==> config.mk <==
export PLATFORM = sky130hd
export DESIGN_NAME = clause_serializer
export DESIGN_NICKNAME = d
export VERILOG_FILES = /design/src/rtl/clause_serializer_pkg.sv /design/src/rtl/clause_serializer.sv
export SDC_FILE = /design/constraint.sdc
export NUM_CORES = 1
export LEC_CHECK = 0
export BUFFER_PORTS_ARGS = -buffer_cell sky130_fd_sc_hd__buf_2
export CORE_MARGIN = 10
export CORE_UTILIZATION = 45
export CTS_BUF_LIST = sky130_fd_sc_hd__clkbuf_4 sky130_fd_sc_hd__clkbuf_8 sky130_fd_sc_hd__clkbuf_16
export CTS_CLUSTER_DIAMETER = 150
export DETAILED_ROUTE_END_ITERATION = 16
export PLACE_DENSITY = 0.7
export SETUP_SLACK_MARGIN = 0.3
export SLEW_MARGIN = 20
export SYNTH_ARGS = -nofsm -noshare
export SYNTH_HDL_FRONTEND = slang
export SYNTH_SLANG_ARGS = --single-unit
==> constraint.sdc <==
create_clock -name clk -period 1.4 [get_ports clk]
set_input_delay 0.35 -clock clk [delete_from_list [all_inputs] [get_ports clk]]
set_output_delay 0.35 -clock clk [all_outputs]
set_load 0.02 [all_outputs]
==> src/rtl/clause_serializer_pkg.sv <==
// Shared types and constants for the clause serializer.
// Holds the default clause width and the FSM encoding.
package clause_serializer_pkg;

  localparam int CLAUSE_W = 8;

  typedef enum logic {
    IDLE  = 1'b0,
    SHIFT = 1'b1
  } state_e;

  // One right shift with a zero entering at the MSB.
  function automatic logic [CLAUSE_W-1:0] shr1(
    input logic [CLAUSE_W-1:0] v
  );
    return {1'b0, v[CLAUSE_W-1:1]};
  endfunction

endpackage

==> src/rtl/clause_serializer.sv <==
// Parallel-to-serial clause transmitter, LSB first.
// Mirrors the receiver's MSB-insert, right-shift register.
module clause_serializer
  import clause_serializer_pkg::*;
#(
  parameter int N  = CLAUSE_W,
  parameter int CW = $clog2(N)
) (
  input  logic         clk,
  input  logic         reset,
  input  logic [N-1:0] in_data,
  input  logic         in_valid,
  output logic         in_ready,
  input  logic         stall,
  output logic         sout,
  output logic         shift_en,
  output logic         busy,
  output logic         done
);

  localparam logic [CW-1:0] LAST = CW'(N - 1);

  state_e          state_q;
  logic [N-1:0]    data_q;
  logic [CW-1:0]   cnt_q;
  logic            done_q;

  // Handshake and strobe follow the state directly.
  always_comb begin
    in_ready = (state_q == IDLE);
    busy     = (state_q == SHIFT);
    shift_en = (state_q == SHIFT) && !stall;
    sout     = data_q[0];
    done     = done_q;
  end

  // Accept a word, then shift one bit per unstalled cycle.
  always_ff @(posedge clk) begin
    if (reset) begin
      state_q <= IDLE;
      data_q  <= '0;
      cnt_q   <= '0;
      done_q  <= 1'b0;
    end else begin
      done_q <= 1'b0;
      unique case (state_q)
        IDLE: begin
          if (in_valid) begin
            data_q  <= in_data;
            cnt_q   <= '0;
            state_q <= SHIFT;
          end
        end
        SHIFT: begin
          if (!stall) begin
            data_q <= {1'b0, data_q[N-1:1]};
            if (cnt_q == LAST) begin
              cnt_q   <= '0;
              state_q <= IDLE;
              done_q  <= 1'b1;
            end else begin
              cnt_q <= cnt_q + 1'b1;
            end
          end
        end
        default: state_q <= IDLE;
      endcase
    end
  end

endmodule

==> results.json <==
{
  "outcome": "completed",
  "grt_pass1_wl_mm": 2.54,
  "finalSetupViolCount": 0,
  "drc": 0,
  "die_x_um": 58.0,
  "gr-usage-all-layers": 0.0942,
  "finalClockSkew_ns": 0.00890,
  "relSlewSlack": 0.751,
  "fin_crit_sh": 0.897,
  "clkSinkCount": 13,
  "synth_cell_types": 21,
  "dieArea_um2": 3360,
  "finalHoldViolCount": 0,
  "nNetsFinal": 100,
  "clock_latency_ns": 0.28,
  "rr_worst_depth": 4,
  "worst_r2r_endpoint": "data_q[1]",
  "fp.dieH_um": 58.0,
  "cts_made_buffers": 3,
  "antennaDiodeCount": 0,
  "wirelength_mm": 1.58,
  "syn-cell-area_um2": 649,
  "critPathMaxFanout": 4,
  "grt_setup_unrepaired": "yes",
  "start_util": 0.487,
  "required_ns": 1.05,
  "netlist.area_leader.share": 0.401,
  "grt_use_met2": 0.166,
  "cts_tree": "done",
  "grt-busiest-layer": "met2",
  "port_buffers": 16,
  "path_clk_slew_ns": 0.08,
  "worst-r2r-setup-slack_ns": 0.22,
  "min_path_type": "in2reg",
  "hold_end": "data_q[7]",
  "drt_pre_antenna_iters": 4,
  "critPathCaptureType": "primary output",
  "criticalPathCategory": "reg2out",
  "final_cell_area_um2": 900,
  "reg2reg_from": "busy",
  "setup_tns_ns": 0,
  "grt_pass1_vias": 581,
  "hp-start": "in_data[7]",
  "synth_area_leaders": "dfxtp_1 40%, a211oi_2 13%, mux2i_1 11%",
  "use_met3": 0.0436,
  "synth.ff_latch_count": 13,
  "p_per_area_nw_per_um2": 972,
  "dpl_cell_area_um2": 744,
  "peakVddDrop_mv": 0.541,
  "vias": 532,
  "routedWlPerCell_um": 15.8,
  "grt_use_met1": 0.0962,
  "yosys.area.top_type": "dfxtp_1",
  "synthCells": 62,
  "core_area_um2": 1330,
  "maxSlewViolCount": 0,
  "ant_nets": 0,
  "period_needed_ns": 1.26,
  "drive_gt1_frac": 0.635,
  "grt_max_degree": 14,
  "placementRows": 13,
  "area_delta_synth_final_pct": 38.5,
  "fmax_mhz": 796,
  "seq_area_frac_synth": 0.401,
  "start_kind": "flop",
  "crit_arrival_ns": 0.91,
  "synth_warnings": 0,
  "drt_iter0_drc": 5,
  "syn_area_per_cell_um2": 10.5,
  "ios": 17,
  "antenna_found_initial": 0,
  "p_leak_uw": 0.000367,
  "hold_depth": 3,
  "viasPerCell": 5.32,
  "cts_max_level": 1,
  "place_congestion": 0.687,
  "clockBufferDepth": 2,
  "cts_root_buf": "clkbuf_4",
  "worstMarginPinSlew_ns": 0.372,
  "syn-num-nets": 76,
  "hpwl_mm": 1.11,
  "grt_overflow": 0,
  "drv_cap": 0
}
-- worst max-delay path, cell delays in order (launching register included) --
cell and delay, ns:
dfxtp_4 0.38, buf_6 0.11, inv_2 0.03, buf_6 0.12
-- cell usage after synthesis --
cell,count
buf_1,1
nand2_8,1
nor3_1,7
buf_4,1
nor3b_1,1
a211oi_2,7
inv_1,1
nor2_1,3
mux2i_1,7
nand2b_4,2
buf_6,1
nor2b_1,1
inv_2,1
a211oi_1,1
dfxtp_1,13
buf_2,1
nor3_2,1
nand3_1,3
nand2_1,3
ha_1,2
a21oi_1,4
-- metal layers --
metal,routed length (um),vias up,part of all wire
li1,-,269,-
met1,663,246,0.42
met2,789,13,0.50
met3,106,4,0.067
met4,21,0,0.013
met5,0,-,0
-- state kept, by name, indices dropped and copies added (netlist names) --
signal and count:
data_q 8, done 1, cnt_q 3, busy 1
-- layout by cell type (no fill, tap or decap), types with 4 or more instances in the layout --
| cell | count |
|---|---|
| buf_4 | 4 |
| a211oi_2 | 8 |
| buf_6 | 8 |
| nor3_1 | 4 |
| clkbuf_4 | 4 |
| nor3_2 | 4 |
| dfxtp_1 | 10 |
| buf_2 | 11 |
| mux2i_1 | 7 |
-- stage by stage --
step           total power, uW   util  instances  hold WS, ns  setup slack (ns)
2_1_floorplan              543      -         62        0.415             0.263
3_3_place_gp               584  0.558         92        0.459            0.0763
3_5_place_dp               591  0.558         92        0.470            0.0458
4_1_cts                    873  0.645        100        0.307             0.137
5_1_grt                    920  0.674        100        0.318             0.110
6_report                   875  0.674        100        0.308             0.144
-- power breakdown --
part | internal, uW | switching [uW] | total (uW)
combinational | 102 | 105 | 207
clock | 130 | 121 | 251
sequential | 396 | 20.2 | 416
total | 628 | 247 | 875
-- cell families (layout without fill, tap and decap cells) --
kind of cell,count (synthesis),count (layout),synth area share
adder cells (fa/ha/maj),2,2,0.0385
flip-flops,13,13,0.401
multiplexers,7,7,0.108
AO/OA/AOI/OAI,12,12,0.177
buffers and inverters,6,29,0.0539
AND/OR/NAND/NOR,22,22,0.222
-- worst max path at each step --
| stage | from | to | slack, ns | depth (start not counted) |
|---|---|---|---|---|
| after detailed placement | in_valid | data_q[5] | 0.05 | 4 |
| after floorplan | stall | data_q[0] | 0.26 | 5 |
| after CTS | busy | in_ready | 0.14 | 3 |
| after global placement | in_valid | data_q[2] | 0.08 | 4 |
| final | busy | in_ready | 0.14 | 3 |
| after global routing | busy | in_ready | 0.11 | 3 |
-- layout make-up --
class	instances	area (um2)
tap	15	18.8
timing repair buffer	23	175
clock buffer	4	30.0
inverter	2	10.0
sequential	13	267
multi-input combinational	43	399
fill	110	434
-- timing repair --
item | 4_1_cts | 5_1_grt
pin swaps | 0 | 3
endpoints found under the setup margin | 12 | 17
hold buffers | 0 | 0
buffers inserted | 4 | 0
resized for setup | 18 | 11
(Power assumes the default switching activity.)
